### src/rtl/mem_arb_pkg.sv
// Shared definitions for the N-channel memory request arbiter.
//   cw_f      : width of the channel field in the memory tag, max(1, clog2(n))
//   tag_t     : {chan, idx} memory tag layout for the default configuration
//   tag_pack  : build a memory tag from a channel number and a client tag
//   tag_chan  : extract the channel number from a memory tag
//   tag_idx   : extract the client tag from a memory tag
// The helpers work on 32-bit containers so that any parameterisation can use
// them; callers size-cast the result to the real tag width.
package mem_arb_pkg;

  function automatic int cw_f(input int n);
    return (n <= 2) ? 1 : $clog2(n);
  endfunction

  localparam int DEF_N     = 4;
  localparam int DEF_IDX_W = 3;
  localparam int DEF_CW    = cw_f(DEF_N);

  typedef struct packed {
    logic [DEF_CW-1:0]    chan;
    logic [DEF_IDX_W-1:0] idx;
  } tag_t;

  function automatic logic [31:0] tag_pack(input logic [31:0] chan,
                                           input logic [31:0] idx,
                                           input int          idx_w);
    return (chan << idx_w) | (idx & ((32'd1 << idx_w) - 32'd1));
  endfunction

  function automatic logic [31:0] tag_chan(input logic [31:0] tag, input int idx_w);
    return tag >> idx_w;
  endfunction

  function automatic logic [31:0] tag_idx(input logic [31:0] tag, input int idx_w);
    return tag & ((32'd1 << idx_w) - 32'd1);
  endfunction

endpackage

### src/rtl/mem_req_arb_if.sv
// Bus bundle between the table-walker clients, the arbiter and the shared
// memory port.
//   req_i_*     : per-channel client requests (flattened, channel c at c*W)
//   res_o_*     : per-channel response valid/ready, shared tag and data
//   mem_req_o_* : registered request toward memory, tag = {chan, idx}
//   mem_res_i_* : memory response carrying the same tag back
// Modports: master = arbiter side, slave = clients/memory environment side.
interface mem_req_arb_if #(
  parameter int N      = 4,
  parameter int IDX_W  = 3,
  parameter int MCN_W  = 52,
  parameter int DATA_W = 512
);
  localparam int CW = mem_arb_pkg::cw_f(N);

  logic [N-1:0]        req_i_valid;
  logic [N-1:0]        req_i_ready;
  logic [N*IDX_W-1:0]  req_i_bits_idx;
  logic [N*MCN_W-1:0]  req_i_bits_mcn;

  logic [N-1:0]        res_o_valid;
  logic [N-1:0]        res_o_ready;
  logic [IDX_W-1:0]    res_o_bits_idx;
  logic [DATA_W-1:0]   res_o_bits_data;

  logic                mem_req_o_valid;
  logic                mem_req_o_ready;
  logic [CW+IDX_W-1:0] mem_req_o_bits_idx;
  logic [MCN_W-1:0]    mem_req_o_bits_mcn;

  logic                mem_res_i_valid;
  logic                mem_res_i_ready;
  logic [CW+IDX_W-1:0] mem_res_i_bits_idx;
  logic [DATA_W-1:0]   mem_res_i_bits_data;

  modport master (
    input  req_i_valid, req_i_bits_idx, req_i_bits_mcn, res_o_ready,
           mem_req_o_ready, mem_res_i_valid, mem_res_i_bits_idx, mem_res_i_bits_data,
    output req_i_ready, res_o_valid, res_o_bits_idx, res_o_bits_data,
           mem_req_o_valid, mem_req_o_bits_idx, mem_req_o_bits_mcn, mem_res_i_ready
  );

  modport slave (
    output req_i_valid, req_i_bits_idx, req_i_bits_mcn, res_o_ready,
           mem_req_o_ready, mem_res_i_valid, mem_res_i_bits_idx, mem_res_i_bits_data,
    input  req_i_ready, res_o_valid, res_o_bits_idx, res_o_bits_data,
           mem_req_o_valid, mem_req_o_bits_idx, mem_req_o_bits_mcn, mem_res_i_ready
  );

endinterface

### src/rtl/mem_arb_rr.sv
// Combinational round-robin picker.
//   elig  : in  N  channels allowed to win this cycle
//   ptr   : in  CW last granted channel (owned by the parent)
//   grant : out N  one-hot winner, first eligible channel after ptr (wrapping)
module mem_arb_rr #(
  parameter int N  = 4,
  parameter int CW = 2
) (
  input  logic [N-1:0]  elig,
  input  logic [CW-1:0] ptr,
  output logic [N-1:0]  grant
);

  logic found;

  always_comb begin
    grant = '0;
    found = 1'b0;
    // Walk distances 1..N from ptr so that ptr itself is considered last.
    for (int i = 1; i <= N; i++) begin
      for (int j = 0; j < N; j++) begin
        if (!found && elig[j] && (j == ((int'(ptr) + i) % N))) begin
          grant[j] = 1'b1;
          found    = 1'b1;
        end
      end
    end
  end

endmodule

### src/rtl/mem_req_arb.sv
// N-channel arbiter between table-walker clients and the single memory port.
// Round-robin grant, per-channel outstanding limit of OUTS, a one-entry
// registered request toward memory and combinational tag-routed responses.
//   clock  : in  clock
//   reset  : in  asynchronous active-low reset
//   bus    : mem_req_arb_if.master, client and memory handshakes
//   err_o  : out sticky spurious-response flag
// Optional feature: define MEM_REQ_ARB_ERR_EN to build spurious-response
// detection (response to a channel with nothing outstanding, or to a channel
// number >= N). Without it err_o is tied low.
module mem_req_arb
  import mem_arb_pkg::*;
#(
  parameter int N      = 4,
  parameter int IDX_W  = 3,
  parameter int MCN_W  = 52,
  parameter int DATA_W = 512,
  parameter int OUTS   = 4
) (
  input  logic          clock,
  input  logic          reset,
  mem_req_arb_if.master bus,
  output logic          err_o
);

  localparam int CW    = cw_f(N);
  localparam int CNT_W = $clog2(OUTS + 1);
  localparam logic [CNT_W-1:0] CNT_MAX = {CNT_W{1'b1}};

  logic [N-1:0]       elig;
  logic [N-1:0]       grant;
  logic [N-1:0]       rdy;
  logic [N-1:0]       dec;
  logic [N-1:0]       res_vld;
  logic               mres_rdy;
  logic [CW-1:0]      ptr;
  logic [CW-1:0]      gchan;
  logic [IDX_W-1:0]   sel_idx;
  logic [MCN_W-1:0]   sel_mcn;
  logic               load_ok;
  logic               req_hs;
  logic [31:0]        rchan_w;
  logic [CNT_W-1:0]   cnt [N];

  logic               vld_p1;
  logic [CW-1:0]      chan_p1;
  logic [IDX_W-1:0]   idx_p1;
  logic [MCN_W-1:0]   mcn_p1;

  always_comb begin
    elig = '0;
    for (int c = 0; c < N; c++) begin
      elig[c] = bus.req_i_valid[c] && (cnt[c] < CNT_W'(OUTS));
    end
  end

  mem_arb_rr #(.N(N), .CW(CW)) u_rr (
    .elig  (elig),
    .ptr   (ptr),
    .grant (grant)
  );

  // The output slot can take a new request when empty or draining this cycle.
  assign load_ok = ~vld_p1 | bus.mem_req_o_ready;
  assign rdy     = grant & {N{load_ok & reset}};
  assign req_hs  = |rdy;
  assign bus.req_i_ready = rdy;

  always_comb begin
    gchan   = '0;
    sel_idx = '0;
    sel_mcn = '0;
    for (int c = 0; c < N; c++) begin
      if (grant[c]) begin
        gchan   = CW'(c);
        sel_idx = bus.req_i_bits_idx[c*IDX_W +: IDX_W];
        sel_mcn = bus.req_i_bits_mcn[c*MCN_W +: MCN_W];
      end
    end
  end

  // ---- stage p1: registered memory request (control) ----
  always_ff @(posedge clock or negedge reset) begin
    if (!reset) begin
      vld_p1 <= 1'b0;
      ptr    <= CW'(N - 1);
    end else begin
      if (load_ok) vld_p1 <= req_hs;
      if (req_hs)  ptr    <= gchan;
    end
  end

  // ---- stage p1: registered memory request (data) ----
  always_ff @(posedge clock) begin
    if (req_hs) begin
      chan_p1 <= gchan;
      idx_p1  <= sel_idx;
      mcn_p1  <= sel_mcn;
    end
  end

  assign bus.mem_req_o_valid    = vld_p1;
  assign bus.mem_req_o_bits_idx = (CW+IDX_W)'(tag_pack(32'(chan_p1), 32'(idx_p1), IDX_W));
  assign bus.mem_req_o_bits_mcn = mcn_p1;

  // Response routing: the channel field of the tag selects the client.
  // Tags naming a channel >= N match no client and are accepted and dropped.
  assign rchan_w = tag_chan(32'(bus.mem_res_i_bits_idx), IDX_W);

  always_comb begin
    res_vld  = '0;
    mres_rdy = 1'b1;
    dec      = '0;
    for (int c = 0; c < N; c++) begin
      if (rchan_w == 32'(c)) begin
        res_vld[c] = bus.mem_res_i_valid;
        mres_rdy   = bus.res_o_ready[c];
        dec[c]     = bus.mem_res_i_valid & bus.res_o_ready[c];
      end
    end
  end

  assign bus.res_o_valid     = res_vld;
  assign bus.mem_res_i_ready = mres_rdy;
  assign bus.res_o_bits_idx  = IDX_W'(tag_idx(32'(bus.mem_res_i_bits_idx), IDX_W));
  assign bus.res_o_bits_data = bus.mem_res_i_bits_data;

  // ---- stage p1: outstanding counters ----
  // Grant and response in the same cycle cancel; both directions saturate.
  always_ff @(posedge clock or negedge reset) begin
    if (!reset) begin
      for (int c = 0; c < N; c++) cnt[c] <= '0;
    end else begin
      for (int c = 0; c < N; c++) begin
        if (rdy[c] && !dec[c] && (cnt[c] != CNT_MAX)) begin
          cnt[c] <= cnt[c] + 1'b1;
        end else if (dec[c] && !rdy[c] && (cnt[c] != '0)) begin
          cnt[c] <= cnt[c] - 1'b1;
        end
      end
    end
  end

`ifdef MEM_REQ_ARB_ERR_EN
  logic res_hs;
  logic in_range;
  logic spurious;
  logic err_q;

  assign res_hs   = bus.mem_res_i_valid & mres_rdy;
  assign in_range = rchan_w < 32'(N);

  always_comb begin
    spurious = res_hs && !in_range;
    for (int c = 0; c < N; c++) begin
      if ((rchan_w == 32'(c)) && (cnt[c] == '0)) spurious = res_hs;
    end
  end

  // ---- stage p1: sticky error flag ----
  always_ff @(posedge clock or negedge reset) begin
    if (!reset)        err_q <= 1'b0;
    else if (spurious) err_q <= 1'b1;
  end

  assign err_o = err_q;
`else
  assign err_o = 1'b0;
`endif

endmodule

### src/flat_wrapper.sv
// flat-port wrapper written by rule: the top's interface ports become plain ports
module mem_req_arb_flat import mem_arb_pkg::*;
#(
  parameter int N      = 4,
  parameter int IDX_W  = 3,
  parameter int MCN_W  = 52,
  parameter int DATA_W = 512,
  parameter int OUTS   = 4
)
  (clock, reset, err_o, bus_req_i_valid, bus_req_i_bits_idx, bus_req_i_bits_mcn, bus_res_o_ready, bus_mem_req_o_ready, bus_mem_res_i_valid, bus_mem_res_i_bits_idx, bus_mem_res_i_bits_data, bus_req_i_ready, bus_res_o_valid, bus_res_o_bits_idx, bus_res_o_bits_data, bus_mem_req_o_valid, bus_mem_req_o_bits_idx, bus_mem_req_o_bits_mcn, bus_mem_res_i_ready);
  mem_req_arb_if #(.N(N), .IDX_W(IDX_W), .MCN_W(MCN_W), .DATA_W(DATA_W)) bus_i ();
  input  logic clock;
  input  logic reset;
  output logic err_o;
  input wire logic [$bits(bus_i.req_i_valid)-1:0] bus_req_i_valid;
  input wire logic [$bits(bus_i.req_i_bits_idx)-1:0] bus_req_i_bits_idx;
  input wire logic [$bits(bus_i.req_i_bits_mcn)-1:0] bus_req_i_bits_mcn;
  input wire logic [$bits(bus_i.res_o_ready)-1:0] bus_res_o_ready;
  input wire logic [$bits(bus_i.mem_req_o_ready)-1:0] bus_mem_req_o_ready;
  input wire logic [$bits(bus_i.mem_res_i_valid)-1:0] bus_mem_res_i_valid;
  input wire logic [$bits(bus_i.mem_res_i_bits_idx)-1:0] bus_mem_res_i_bits_idx;
  input wire logic [$bits(bus_i.mem_res_i_bits_data)-1:0] bus_mem_res_i_bits_data;
  output wire logic [$bits(bus_i.req_i_ready)-1:0] bus_req_i_ready;
  output wire logic [$bits(bus_i.res_o_valid)-1:0] bus_res_o_valid;
  output wire logic [$bits(bus_i.res_o_bits_idx)-1:0] bus_res_o_bits_idx;
  output wire logic [$bits(bus_i.res_o_bits_data)-1:0] bus_res_o_bits_data;
  output wire logic [$bits(bus_i.mem_req_o_valid)-1:0] bus_mem_req_o_valid;
  output wire logic [$bits(bus_i.mem_req_o_bits_idx)-1:0] bus_mem_req_o_bits_idx;
  output wire logic [$bits(bus_i.mem_req_o_bits_mcn)-1:0] bus_mem_req_o_bits_mcn;
  output wire logic [$bits(bus_i.mem_res_i_ready)-1:0] bus_mem_res_i_ready;
  assign bus_i.req_i_valid = bus_req_i_valid;
  assign bus_i.req_i_bits_idx = bus_req_i_bits_idx;
  assign bus_i.req_i_bits_mcn = bus_req_i_bits_mcn;
  assign bus_i.res_o_ready = bus_res_o_ready;
  assign bus_i.mem_req_o_ready = bus_mem_req_o_ready;
  assign bus_i.mem_res_i_valid = bus_mem_res_i_valid;
  assign bus_i.mem_res_i_bits_idx = bus_mem_res_i_bits_idx;
  assign bus_i.mem_res_i_bits_data = bus_mem_res_i_bits_data;
  assign bus_req_i_ready = bus_i.req_i_ready;
  assign bus_res_o_valid = bus_i.res_o_valid;
  assign bus_res_o_bits_idx = bus_i.res_o_bits_idx;
  assign bus_res_o_bits_data = bus_i.res_o_bits_data;
  assign bus_mem_req_o_valid = bus_i.mem_req_o_valid;
  assign bus_mem_req_o_bits_idx = bus_i.mem_req_o_bits_idx;
  assign bus_mem_req_o_bits_mcn = bus_i.mem_req_o_bits_mcn;
  assign bus_mem_res_i_ready = bus_i.mem_res_i_ready;
  mem_req_arb #(.N(N), .IDX_W(IDX_W), .MCN_W(MCN_W), .DATA_W(DATA_W), .OUTS(OUTS)) u_core (.clock(clock), .reset(reset), .bus(bus_i), .err_o(err_o));
endmodule
### config.mk
export PLATFORM = sky130hd
export DESIGN_NAME = mem_req_arb_flat
export DESIGN_NICKNAME = d
export VERILOG_FILES = /design/src/rtl/mem_arb_pkg.sv /design/src/rtl/mem_req_arb_if.sv /design/src/rtl/mem_arb_rr.sv /design/src/rtl/mem_req_arb.sv /design/src/flat_wrapper.sv
export SDC_FILE = /design/constraint.sdc
export NUM_CORES = 1
export LEC_CHECK = 0
export ABC_AREA = 1
export CAP_MARGIN = 0
export CELL_PAD_IN_SITES_DETAIL_PLACEMENT = 0
export CELL_PAD_IN_SITES_GLOBAL_PLACEMENT = 1
export CORE_AREA = 5 5 514 516
export DETAILED_ROUTE_END_ITERATION = 8
export DIE_AREA = 0 0 519 521
export GPL_ROUTABILITY_DRIVEN = 0
export GPL_TIMING_DRIVEN = 0
export HOLD_SLACK_MARGIN = 0.06
export PLACE_DENSITY_LB_ADDON = 0.1
export SLEW_MARGIN = 20
export SYNTH_ARGS = -nofsm -noshare
export SYNTH_HDL_FRONTEND = slang
export SYNTH_SLANG_ARGS = --single-unit
### constraint.sdc
create_clock -name clock -period 7.38 [get_ports clock]
set_input_delay 1.845 -clock clock [delete_from_list [all_inputs] [get_ports clock]]
set_output_delay 1.845 -clock clock [all_outputs]
set_load 0.005 [all_outputs]
==> Implementation_results.wiki, run 1 <==
{| class="wikitable"
! Metric !! Value
|-
| Result of the run || finished, final reports clean
|-
| Hold depth || 1
|-
| Die width || approximately 520 um
|-
| Num ports || 1332
|-
| RSZ-0062 raised after global routing || no
|-
| Buffers from clock root to sink, at most || 2
|-
| TritonCTS clock tree || yes
|-
| Total via count in the routed design || ~10000
|-
| Share of the cycle needed by the critical path after routing || 88.9%
|-
| Post-cts repair resize count || 0
|-
| Vertical die dimension || roughly 520 um
|-
| Worst slew pin tran || slightly above 900 ps
|-
| Terminus of the critical flop-to-flop path || u_core.bus.mem_req_o_bits_mcn[31]$_DFFE_PP_
|-
| Remaining global-route overflow || 0
|-
| Synth async-reset ratio || approximately a fifth
|-
| Core area || 0.259 mm^2
|-
| Tightest hold margin || about 530 ps
|-
| Setup clock skew after layout || between 20 and 25 ps
|-
| Count of non-filler cells in the finished layout || between 5000 and 6000
|-
| Required arrival time at the worst endpoint || between 5000 and 6000 ps
|-
| H-tree Lvls || 3
|-
| Start of the worst register-to-register path || u_core.cnt[11]$_DFFE_PN0P_
|-
| Fraction of post-synthesis cell area in the top cell type by area || 47.9%
|-
| Detailed-placement wirelength estimate || between 100 and 150 mm
|-
| Total DRC errors in the routed layout || 0
|-
| Starting utilization of the core area || 3.18%
|-
| Overall routing resource usage || under 10%
|-
| Setup CP Type || in2out
|-
| Hold Violations, Final || 0
|-
| Antenna Violating Nets Remaining || 0
|-
| Placed Instance Area || between 0.02 and 0.025 mm^2
|-
| Synthesized area || between 0.008 and 0.009 mm^2
|-
| First-pass GRT wire length || between 150 and 200 mm
|-
| Number of synthesized flops with an enable pin || 57
|-
| Worst slew slack as a fraction of its limit || between 30% and 40%
|-
| Cts-stage hold buffer count || 0
|-
| Number of maximum-capacitance constraint violations || 0
|-
| Endpoint of the worst hold-timing path || u_core.cnt[6]$_DFFE_PN0P_
|-
| Port bufs || 814
|-
| Worst Path Max Fanout || 4
|-
| Type of the worst min-delay path || reg2reg
|-
| PwrDens || about 210 mW/mm^2
|-
| Final design area excluding fillers || 0.0210 mm^2
|-
| Number of setup buffers added after CTS || 0
|-
| Count of yosys warnings during synthesis || 0
|-
| Average via count per standard cell || 1.92
|-
| Die ar. || roughly 0.27 mm^2
|-
| Startpoint of the worst hold path || u_core.cnt[6]$_DFFE_PN0P_
|-
| Pin count of the biggest net entering global routing || 31
|-
| Post-synthesis sequential element count || 72
|-
| Number of search-and-repair iterations in the first detailed-routing pass || 4
|-
| Kind of end point of the critical path || output pin
|-
| Leakage power of the design || 7.69 nW
|-
| Number of cells on the worst reg-to-reg path || 17
|-
| Final slew viol count || 0
|-
| Total design power || about 4.3 mW
|-
| Pre-CTS setup slack || between 500 and 600 ps
|-
| Yosys cell types || 31
|-
| Signal arrival time at the worst endpoint || 4720 ps
|-
| Final critical path time including I/O delays and setup || 6560 ps
|-
| Worst setup SP type || primary input
|-
| Count of endpoints failing setup in the final report || 0
|-
| Number of global-route vias before repair || between 10000 and 15000
|-
| Sequential-to-total area share from yosys stat || 25.4%
|-
| CTS Buf Count || 9
|-
| Dpl cells || about 5300
|-
| Most numerous cell types in the synthesized netlist || sky130_fd_sc_hd__buf_4, sky130_fd_sc_hd__nand2_1, sky130_fd_sc_hd__nand4_1
|-
| Library cell used as clock root buffer || sky130_fd_sc_hd__clkbuf_16
|-
| Final worst slack || ~820 ps
|-
| Latest clock arrival within the worst-skew pair || between 400 and 500 ps
|-
| Iter 0 DRT Violations || 369
|-
| # clock sinks || 72
|-
| Synth Area per Inst || roughly 7.7 um^2
|-
| Worst ir drop on vdd || about 0.18 mV
|-
| Number of nets in the synthesized netlist || 1821
|-
| Clock transition at the registers of the reported paths || roughly 60 ps
|-
| Max frequency || approximately 150 MHz
|-
| Routed WL || 128 mm
|-
| Mapped Cells || between 1000 and 1500
|-
| Post-layout net count || approximately 2600
|-
| Cell type with the largest total area after synthesis || sky130_fd_sc_hd__buf_4
|-
| Growth of design area from synthesis to finish || 155%
|-
| Biggest area contributors in the synthesized netlist || sky130_fd_sc_hd__buf_4, sky130_fd_sc_hd__edfxtp_1, sky130_fd_sc_hd__nand2_1
|-
| Antenna violations before repair || ~150
|-
| Main flop type after synthesis || sky130_fd_sc_hd__edfxtp_1
|-
| WL/cell || between 20 and 25 um
|-
| Number of standard-cell rows in the floorplan || approximately 190
|-
| Fraction of layout instances using a drive strength above 1 || between 30 and 40%
|-
| Most common cell in the synthesized netlist || sky130_fd_sc_hd__buf_4
|-
| R2r setup slk || between 3000 and 4000 ps
|}
==> worst max-delay path, stage by stage <==
cell and delay [ps]:
sky130_fd_sc_hd__clkdlybuf4s50_1 460, sky130_fd_sc_hd__inv_1 50, sky130_fd_sc_hd__nor2_1 310, sky130_fd_sc_hd__inv_1 80, sky130_fd_sc_hd__nor2_1 200, sky130_fd_sc_hd__nand2_1 140
sky130_fd_sc_hd__nand3_2 130, sky130_fd_sc_hd__nor2_4 50, sky130_fd_sc_hd__o2111ai_1 150, sky130_fd_sc_hd__nand4_1 160, sky130_fd_sc_hd__nand2_2 220, sky130_fd_sc_hd__nand2_1 200
sky130_fd_sc_hd__inv_2 110, sky130_fd_sc_hd__clkdlybuf4s50_1 590
==> area by class of cell <==
type                    instances  area, um^2
fillers                     30400      238000
repair buffers                815        8170
well taps                    3402        4260
plain buffers                 541        4050
flip-flops and latches         72        2090
multi-input cells             417        1960
clock buffers                  10         229
inverters                      38         148
diodes                         35        87.6
clock inverters                 6        42.5
==> report_power, final <==
part	total, mW	internal (mW)	switching [mW]	leakage [nW]
clock	0.495	0.230	0.265	0.129
combinational	2.91	1.24	1.67	6.84
sequential	0.931	0.833	0.0978	0.727
total	4.34	2.31	2.03	7.69
==> routing by layer <==
metal	routed length, um	part of all wire (%)	global-route usage, %
met1	35000	27	6.87
met2	70400	55	17.6
met3	20500	16	7.35
met4	1020	0.80	0.958
met5	1310	1.0	0
==> state kept, by name, indices dropped and copies added, names as in the netlist <==
| signal | cells |
|---|---|
| u_core.cnt | 12 |
| u_core.idx_p1 | 3 |
| u_core.ptr | 2 |
| u_core.bus.mem_req_o_valid | 1 |
| u_core.chan_p1 | 2 |
| u_core.bus.mem_req_o_bits_mcn | 52 |
==> worst max-delay path by stage <==
stage / from / endpoint / slack (ps)
2_1_floorplan: bus_req_i_valid[1] / bus_req_i_ready[3] / 2520
3_3_place_gp: bus_req_i_valid[0] / u_core.bus.mem_req_o_bits_mcn[40]$_DFFE_PP_ / -440
3_5_place_dp: bus_req_i_valid[0] / bus_req_i_ready[3] / 600
4_1_cts: bus_req_i_valid[0] / bus_req_i_ready[3] / 580
5_1_grt: bus_req_i_valid[0] / bus_req_i_ready[3] / 440
6_report: bus_req_i_valid[0] / bus_req_i_ready[3] / 820
==> cell families (layout without fill, tap and decap cells) <==
logic type	Yosys count	after routing	share of synthesized area (%)
other cells	1	36	0.0455
buf+inv	579	1410	50.9
flops	72	72	25.4
simple gates	397	397	21.4
xor+xnor	3	3	0.501
fa+ha+maj	4	4	0.972
compound gates	12	12	0.881
==> stage by stage <==
step                      setup TNS, ps  util [%]
after floorplan                       0         -
after global placement           -23580      7.98
after detailed placement              0      7.99
after CTS                             0      8.09
after global routing                  0      8.09
final                                 0      8.13
==> cell usage in the layout, fill, tap and decap left out, types with 2 or more instances in the layout <==
| master | count |
|---|---|
| sky130_fd_sc_hd__dfrtp_1 | 13 |
| sky130_fd_sc_hd__nand4_1 | 64 |
| sky130_fd_sc_hd__nor2_1 | 15 |
| sky130_fd_sc_hd__clkbuf_16 | 9 |
| sky130_fd_sc_hd__buf_4 | 525 |
| sky130_fd_sc_hd__nand2_2 | 10 |
| sky130_fd_sc_hd__edfxtp_1 | 57 |
| sky130_fd_sc_hd__dfstp_2 | 2 |
| sky130_fd_sc_hd__buf_6 | 5 |
| sky130_fd_sc_hd__clkbuf_1 | 6 |
| sky130_fd_sc_hd__inv_6 | 3 |
| sky130_fd_sc_hd__o21ai_1 | 2 |
| sky130_fd_sc_hd__buf_2 | 7 |
| sky130_fd_sc_hd__nor2_4 | 3 |
| sky130_fd_sc_hd__a31oi_1 | 2 |
| sky130_fd_sc_hd__o2111ai_1 | 2 |
| sky130_fd_sc_hd__fa_1 | 4 |
| sky130_fd_sc_hd__clkinvlp_4 | 2 |
| sky130_fd_sc_hd__clkdlybuf4s50_1 | 813 |
| sky130_fd_sc_hd__a21oi_1 | 2 |
| sky130_fd_sc_hd__clkinv_2 | 2 |
| sky130_fd_sc_hd__nor2_2 | 5 |
| sky130_fd_sc_hd__nand3_1 | 20 |
| sky130_fd_sc_hd__nor3_1 | 5 |
| sky130_fd_sc_hd__nand2_1 | 271 |
| sky130_fd_sc_hd__inv_2 | 3 |
| sky130_fd_sc_hd__inv_1 | 34 |
| sky130_fd_sc_hd__o21ai_0 | 3 |
| sky130_fd_sc_hd__diode_2 | 35 |
| sky130_fd_sc_hd__nand3b_1 | 2 |
(Power assumes the default switching activity.)
==> run 2: changes to the inputs <==
--- a/config.mk
+++ b/config.mk
@@ -9,9 +9,10 @@
 export CAP_MARGIN = 0
 export CELL_PAD_IN_SITES_DETAIL_PLACEMENT = 0
 export CELL_PAD_IN_SITES_GLOBAL_PLACEMENT = 1
-export CORE_AREA = 5 5 514 516
+export CORE_AREA = 2 2 524 526
 export DETAILED_ROUTE_END_ITERATION = 8
-export DIE_AREA = 0 0 519 521
+export DIE_AREA = 0 0 526 528
+export DONT_BUFFER_PORTS = 1
 export GPL_ROUTABILITY_DRIVEN = 0
 export GPL_TIMING_DRIVEN = 0
 export HOLD_SLACK_MARGIN = 0.06
==> run 2 against run 1 <==
Register-to-register slack got worse by 160 ps. Clock-buffer cell count decreased by 1. Non-clock buffer count decreased by 814. Cell count decreased by 12%. Clock skew increased by 1.5 ps. Sequential power increased by 13%. Sequential cell count unchanged. Largest power group unchanged. Combinational power decreased by 30%. Wire length increased by 1.3%. Largest cell class is now tap cells. Worst hold slack improved by 7.5 ps.
==> Implementation_results.wiki, run 2 (same netlist as run 1, synthesis figures left out) <==
{| class="wikitable"
! Metric !! Value
|-
| Area of the multi-input gates || roughly 0.002 mm^2
|-
| Most common library cell in the layout ignoring fill and taps || sky130_fd_sc_hd__buf_4
|-
| Required arrival time at the worst endpoint || around 5500 ps
|-
| Count of endpoints failing setup in the final report || 0
|-
| Sw frac || 52.3%
|-
| Buffers from clock root to sink, at most || 2
|-
| Pre-CTS setup slack || around 1500 ps
|-
| Final worst slack || between 1500 and 2000 ps
|-
| Detailed-placement wirelength estimate || ~120 mm
|-
| Remaining global-route overflow || 0
|-
| First-pass GRT wire length || around 150 mm
|-
| Dpl cells || 4658
|-
| Signal arrival time at the worst endpoint || ~3800 ps
|-
| Die ar. || 0.278 mm^2
|-
| Setup TNS || 0 ps
|-
| Share of the cycle needed by the critical path after routing || roughly 76%
|-
| Worst slew slack as a fraction of its limit || around 50%
|-
| Type of the worst min-delay path || reg2reg
|-
| Max frequency || between 150 and 200 MHz
|-
| TritonCTS clock tree || yes
|-
| Core area || 0.272 mm^2
|-
| Latest clock arrival within the worst-skew pair || slightly above 400 ps
|-
| Final critical path time including I/O delays and setup || 5630 ps
|-
| Library cell used as clock root buffer || sky130_fd_sc_hd__clkbuf_16
|-
| Number of standard-cell rows in the floorplan || between 150 and 200
|-
| Cts-stage hold buffer count || 0
|-
| Hold Violations, Final || 0
|-
| Number of maximum-capacitance constraint violations || 0
|-
| H-tree Lvls || 3
|-
| Final slew viol count || 0
|-
| Commonest cells after routing, fill and taps aside || sky130_fd_sc_hd__buf_4, sky130_fd_sc_hd__nand2_1, sky130_fd_sc_hd__nand4_1, sky130_fd_sc_hd__edfxtp_1, sky130_fd_sc_hd__inv_1
|-
| Result of the run || finished, final reports clean
|-
| Relative contribution of combinational cells to total power || between 50% and 60%
|-
| Vertical die dimension || between 500 and 600 um
|-
| Filler Cells Inserted || 32400
|-
| Overall routing resource usage || approximately 8.9%
|-
| Post-layout net count || around 1800
|-
| Reg power frac || 29.4%
|-
| P_sw || between 1.5 and 2 mW
|-
| Total via count in the routed design || around 7500
|-
| Port bufs || 0
|-
| CTS Buf Count || 9
|-
| Routed WL || 130 mm
|-
| Number of global-route vias before repair || between 7000 and 8000
|-
| Final cell utilization of the core || under 10%
|-
| Count of non-filler cells in the finished layout || roughly 4700
|-
| Post-cts repair resize count || 0
|-
| Clock share of power || between 10% and 20%
|-
| RSZ-0062 raised after global routing || no
|-
| Iter 0 DRT Violations || between 300 and 400
|-
| Internal power summed over all cells || ~1.7 mW
|-
| # clock sinks || 72
|-
| Placed Instance Area || 0.0128 mm^2
|-
| Worst slew pin tran || roughly 750 ps
|-
| Clock transition at the registers of the reported paths || approximately 80 ps
|-
| Num ports || 1332
|-
| Setup CP Type || in2out
|-
| Fraction of layout instances using a drive strength above 1 || a little over half
|-
| Total DRC errors in the routed layout || 0
|-
| Worst ir drop on vdd || 0.129 mV
|-
| Register area || about 0.0021 mm^2
|-
| Number of search-and-repair iterations in the first detailed-routing pass || 4
|-
| Number of setup buffers added after CTS || 0
|-
| Worst Path Max Fanout || 5
|-
| WL/cell || between 20 and 30 um
|-
| Final design area excluding fillers || roughly 0.013 mm^2
|-
| Pin count of the biggest net entering global routing || 43
|-
| Kind of end point of the critical path || output pin
|-
| Number of flip-flops under the largest register name || 52
|-
| Starting utilization of the core area || just over 3%
|-
| Growth of design area from synthesis to finish || 59.9%
|-
| Die width || ~530 um
|-
| Leakage power of the design || between 4 and 5 nW
|-
| Setup clock skew after layout || roughly 24 ps
|-
| Antenna violations before repair || 173
|-
| Antenna Violating Nets Remaining || 0
|-
| PwrDens || around 270 mW/mm^2
|-
| Average via count per standard cell || ~1.6
|-
| Worst setup SP type || primary input
|}
==> run 2: cell types whose count changed in the layout (fill, tap and decap cells not counted), moves of 2 or more <==
cell / delta
sky130_fd_sc_hd__clkdlybuf4s50_1: -813
sky130_fd_sc_hd__diode_2: +13
sky130_fd_sc_hd__clkinv_4: +3
sky130_fd_sc_hd__clkinv_2: -2
==> run 2: layout make-up <==
| class | instances | share of cell area (%) |
|---|---|---|
| tap | 3589 | 34.1 |
| buffer | 541 | 30.7 |
| timing repair buffer | 1 | 0.209 |
| multi-input combinational | 417 | 14.9 |
| inverter | 38 | 1.10 |
| clock inverter | 7 | 0.475 |
| antenna | 48 | 0.912 |
| clock buffer | 9 | 1.71 |
| sequential | 72 | 15.9 |
==> run 2: per-stage QoR <==
stage               total power [mW]  hold WS [ps]
detailed placement              3.28           529
finish                          3.58           538
CTS                             3.82           547
floorplan                       2.15           484
global route                    3.92           565
global placement                3.32           520
==> run 2: final timing paths <==
check | start | endpoint | slack [ps] | cells past startpoint
min in group asynchronous | reset | u_core.bus.mem_req_o_valid$_DFFE_PN0N_ | 1110 | 0
max in group asynchronous | reset | u_core.ptr[0]$_DFFE_PN1P_ | 6090 | 0
worst min register to register | u_core.cnt[6]$_DFFE_PN0P_ | u_core.cnt[6]$_DFFE_PN0P_ | 540 | 1
worst max register to register | u_core.cnt[11]$_DFFE_PN0P_ | u_core.bus.mem_req_o_bits_mcn[43]$_DFFE_PP_ | 3630 | 17
worst max-delay path | bus_req_i_valid[2] | bus_req_i_ready[1] | 1750 | 15
worst min-delay path | u_core.cnt[6]$_DFFE_PN0P_ | u_core.cnt[6]$_DFFE_PN0P_ | 540 | 1
==> run 2: power by group through the flow <==
stage	Combinational [mW]	Clock [mW]	Sequential, mW
6_report	2.04	0.487	1.05
5_1_grt	2.30	0.544	1.08
2_1_floorplan	1.19	0	0.955
3_3_place_gp	2.21	0	1.11
4_1_cts	2.21	0.542	1.06
3_5_place_dp	2.21	0	1.07
==> run 2: critical path, stage by stage <==
cell                      delay [ps]
sky130_fd_sc_hd__inv_1           110
sky130_fd_sc_hd__nor2_1          110
sky130_fd_sc_hd__nand2_1         140
sky130_fd_sc_hd__nand2_1         100
sky130_fd_sc_hd__nor2_4          120
sky130_fd_sc_hd__nand3_2         100
sky130_fd_sc_hd__nor2_4          130
sky130_fd_sc_hd__nand2_2          70
sky130_fd_sc_hd__nor2_4          130
sky130_fd_sc_hd__nand3_1          80
sky130_fd_sc_hd__nand3_1          90
sky130_fd_sc_hd__inv_1            50
sky130_fd_sc_hd__nand2_2         280
sky130_fd_sc_hd__nand2_1         270
sky130_fd_sc_hd__inv_1           130
==> run 2: per-layer routing <==
layer  wire [um]  GRT usage [%]
met5        1350              0
met4         986          0.978
met3       28100           9.76
met2       67700           16.3
met1       31600           6.00
==> run 3: changes to the inputs <==
--- a/config.mk
+++ b/config.mk
@@ -9,9 +9,9 @@
 export CAP_MARGIN = 0
 export CELL_PAD_IN_SITES_DETAIL_PLACEMENT = 0
 export CELL_PAD_IN_SITES_GLOBAL_PLACEMENT = 1
-export CORE_AREA = 2 2 524 526
+export CORE_AREA = 2 2 511 513
 export DETAILED_ROUTE_END_ITERATION = 8
-export DIE_AREA = 0 0 526 528
+export DIE_AREA = 0 0 513 515
 export DONT_BUFFER_PORTS = 1
 export GPL_ROUTABILITY_DRIVEN = 0
 export GPL_TIMING_DRIVEN = 0
==> constraint.sdc (replaced) <==
create_clock -name clock -period 4.87 [get_ports clock]
set_input_delay 1.2175 -clock clock [delete_from_list [all_inputs] [get_ports clock]]
set_output_delay 1.2175 -clock clock [all_outputs]
set_load 0.005 [all_outputs]
==> run 3 against run 2 <==
Clock-buffer cell count did not move. First-iteration DRC count is 3.8% higher. Critical endpoint unchanged. Critical path type unchanged. Power is 53% higher. Sequential power up 50%. Sequential share of layout area rose by 0.35 points.
==> Implementation_results.wiki, run 3 (same netlist as run 1, synthesis figures left out) <==
{| class="wikitable"
! Metric !! Value
|-
| Final slew viol count || 0
|-
| Clock share of power || 13.8%
|-
| Worst ir drop on vdd || 0.300 mV
|-
| Core area || approximately 0.26 mm^2
|-
| CP max stage cell || sky130_fd_sc_hd__nand2_2
|-
| Met2 demand-to-capacity share in global routing || roughly 16%
|-
| Sequence of cells on the critical path || inv_1 -> nor2_1 -> inv_1 -> nor2_1 -> nand2_1 -> nand3_2 -> nor2_4 -> o2111ai_1 -> nand3_1 -> nand2_2 -> nand2_1 -> inv_1
|-
| # clock sinks || between 70 and 80
|-
| WL/cell || approximately 27 um
|-
| Fraction of layout instances using a drive strength above 1 || a little over half
|-
| Most common library cell in the layout ignoring fill and taps || sky130_fd_sc_hd__buf_4
|-
| Share of the cycle needed by the critical path after routing || about nine tenths
|-
| Total via count in the routed design || 7526
|-
| PwrDens || ~420 mW/mm^2
|-
| Vertical die dimension || roughly 520 um
|-
| Commonest cells after routing, fill and taps aside || sky130_fd_sc_hd__buf_4, sky130_fd_sc_hd__nand2_1, sky130_fd_sc_hd__nand4_1, sky130_fd_sc_hd__edfxtp_1, sky130_fd_sc_hd__inv_1
|-
| Growth of design area from synthesis to finish || 56.5%
|-
| P_sw || about 2.9 mW
|-
| GR Layer Usage met3 || roughly 8.5%
|-
| Setup clock skew after layout || roughly 28 ps
|-
| CTS Buf Count || 9
|-
| Filler Cells Inserted || between 30000 and 40000
|-
| Routed WL || around 120 mm
|-
| Worst Path Max Fanout || 5
|-
| Worst slew pin tran || between 700 and 800 ps
|-
| Iter 0 DRT Violations || about 330
|-
| Area of the multi-input gates || around 0.0020 mm^2
|-
| Average via count per standard cell || 1.67
|-
| First-pass GRT wire length || about 140 mm
|-
| Pin count of the biggest net entering global routing || 44
|-
| Sw frac || approximately 53%
|-
| Setup CP Type || in2out
|-
| Register area || roughly 0.0021 mm^2
|-
| Worst slew slack as a fraction of its limit || between 50 and 60%
|-
| Leakage power of the design || between 4 and 5 nW
|-
| Max frequency || 227 MHz
|-
| Post-cts repair resize count || 0
|-
| Detailed-placement wirelength estimate || 117 mm
|-
| Number of setup buffers added after CTS || 0
|-
| Tightest hold margin || about 500 ps
|-
| Number of maximum-capacitance constraint violations || 0
|-
| Remaining global-route overflow || 0
|-
| Antenna Violating Nets Remaining || 0
|-
| Die width || 513 um
|-
| Kind of end point of the critical path || output pin
|-
| Highest-utilization routing layer at the global route stage || met2
|-
| Worst setup SP type || primary input
|-
| Final critical path time including I/O delays and setup || about 4400 ps
|-
| Number of global-route vias before repair || roughly 7600
|-
| Count of endpoints failing setup in the final report || 0
|-
| Library cell used as clock root buffer || sky130_fd_sc_hd__clkbuf_16
|-
| WP buf/inv || 3
|-
| Relative contribution of combinational cells to total power || between 50% and 60%
|-
| Die ar. || 0.264 mm^2
|-
| Post-layout net count || ~1800
|-
| Antenna violations before repair || roughly 160
|-
| Num ports || ~1300
|-
| Buffers from clock root to sink, at most || 2
|-
| RSZ-0062 raised after global routing || no
|-
| Signal arrival time at the worst endpoint || roughly 3200 ps
|-
| Required arrival time at the worst endpoint || between 3000 and 4000 ps
|-
| CP top delay family || simple AND/OR/NAND/NOR gates
|-
| Reg power frac || 28.9%
|-
| Latest clock arrival within the worst-skew pair || between 400 and 500 ps
|-
| Number of flip-flops under the largest register name || 52
|-
| TritonCTS clock tree || yes
|-
| Clock transition at the registers of the reported paths || 80 ps
|-
| Met1 layer usage reported by global route || about 6.5%
|-
| Slowest Stage Delay on Critical Path || between 300 and 400 ps
|-
| Port bufs || 0
|-
| H-tree Lvls || 3
|-
| Final cell utilization of the core || 4.99%
|-
| Number of standard-cell rows in the floorplan || roughly 190
|-
| Internal power summed over all cells || 2.58 mW
|-
| Most used cell, CP || sky130_fd_sc_hd__inv_1
|-
| Result of the run || finished, final reports clean
|-
| Type of the worst min-delay path || in2async
|-
| Number of search-and-repair iterations in the first detailed-routing pass || 4
|-
| Hold Violations, Final || 0
|-
| Total DRC errors in the routed layout || 0
|-
| Cts-stage hold buffer count || 0
|-
| Starting utilization of the core area || roughly 3.2%
|-
| Overall routing resource usage || under 10%
|}
==> run 3: cell types whose count changed in the layout (fill, tap and decap cells not counted), sizes merged <==
cell / before / now
diode: 48 / 32
clkinvlp: 1 / 2
clkinv: 3 / 1
inv: 41 / 42
==> run 3: path summary, 6_finish.rpt <==
kind / from / to / slack (ps) / depth (start not counted)
worst max-delay path: bus_req_i_valid[0] / bus_req_i_ready[1] / 460 / 12
worst min-delay path: reset / u_core.cnt[4]$_DFFE_PN0P_ / 490 / 0
worst max register to register: u_core.cnt[11]$_DFFE_PN0P_ / u_core.bus.mem_req_o_bits_mcn[39]$_DFFE_PP_ / 1240 / 17
worst min register to register: u_core.cnt[11]$_DFFE_PN0P_ / u_core.cnt[11]$_DFFE_PN0P_ / 530 / 1
max in group asynchronous: reset / u_core.ptr[1]$_DFFE_PN1P_ / 4210 / 0
min in group clock: u_core.cnt[11]$_DFFE_PN0P_ / u_core.cnt[11]$_DFFE_PN0P_ / 530 / 1
==> run 3: metrics by stage <==
stage	power, mW	area (um^2)	worst slack [ps]	TNS [ps]	cells
3_5_place_dp	5.02	12500	240	0	4471
6_report	5.47	12900	460	0	4519
3_3_place_gp	5.08	12500	-1420	-79290	4470
5_1_grt	5.98	12800	121	0	4489
4_1_cts	5.84	12800	240	0	4487
2_1_floorplan	3.25	8240	884	0	1068
==> run 3: worst register-to-register path, cell delays in order (launching register included) <==
cell                      delay, ps
sky130_fd_sc_hd__dfrtp_1        430
sky130_fd_sc_hd__nor2_1         350
sky130_fd_sc_hd__inv_1           80
sky130_fd_sc_hd__nor2_1         190
sky130_fd_sc_hd__nand2_1        140
sky130_fd_sc_hd__nand3_2        120
sky130_fd_sc_hd__nor2_4          50
sky130_fd_sc_hd__nand2_2         70
sky130_fd_sc_hd__nor2_4          50
sky130_fd_sc_hd__nand3_1         60
sky130_fd_sc_hd__nand3_1         70
sky130_fd_sc_hd__inv_1           70
sky130_fd_sc_hd__nand2_2        240
sky130_fd_sc_hd__nand2_1        290
sky130_fd_sc_hd__nand2_1        110
sky130_fd_sc_hd__nor2_1         430
sky130_fd_sc_hd__inv_4          240
sky130_fd_sc_hd__buf_16         300
==> run 3: area by class of cell <==
class,count,area share (%)
Tap cell,3402,33.0
Timing Repair Buffer,1,0.214
Buffer,541,31.4
Inverter,38,1.13
Clock buffer,9,1.75
Sequential cell,72,16.2
Multi-Input combinational cell,417,15.2
Clock inverter,7,0.476
Antenna cell,32,0.621
==> run 3: power groups by stage <==
| stage | logic (mW) | clock network (mW) | registers, mW |
|---|---|---|---|
| detailed placement | 3.40 | 0 | 1.62 |
| global route | 3.52 | 0.824 | 1.63 |
| floorplan | 1.80 | 0 | 1.45 |
| finish | 3.13 | 0.753 | 1.58 |
| CTS | 3.41 | 0.831 | 1.60 |
| global placement | 3.39 | 0 | 1.69 |
==> run 3: metal layers <==
metal / vias up / wire length [um]
met5: - / 1230
li1: 2953 / -
met3: 228 / 24300
met1: 3414 / 31800
met2: 741 / 63800
met4: 190 / 1490
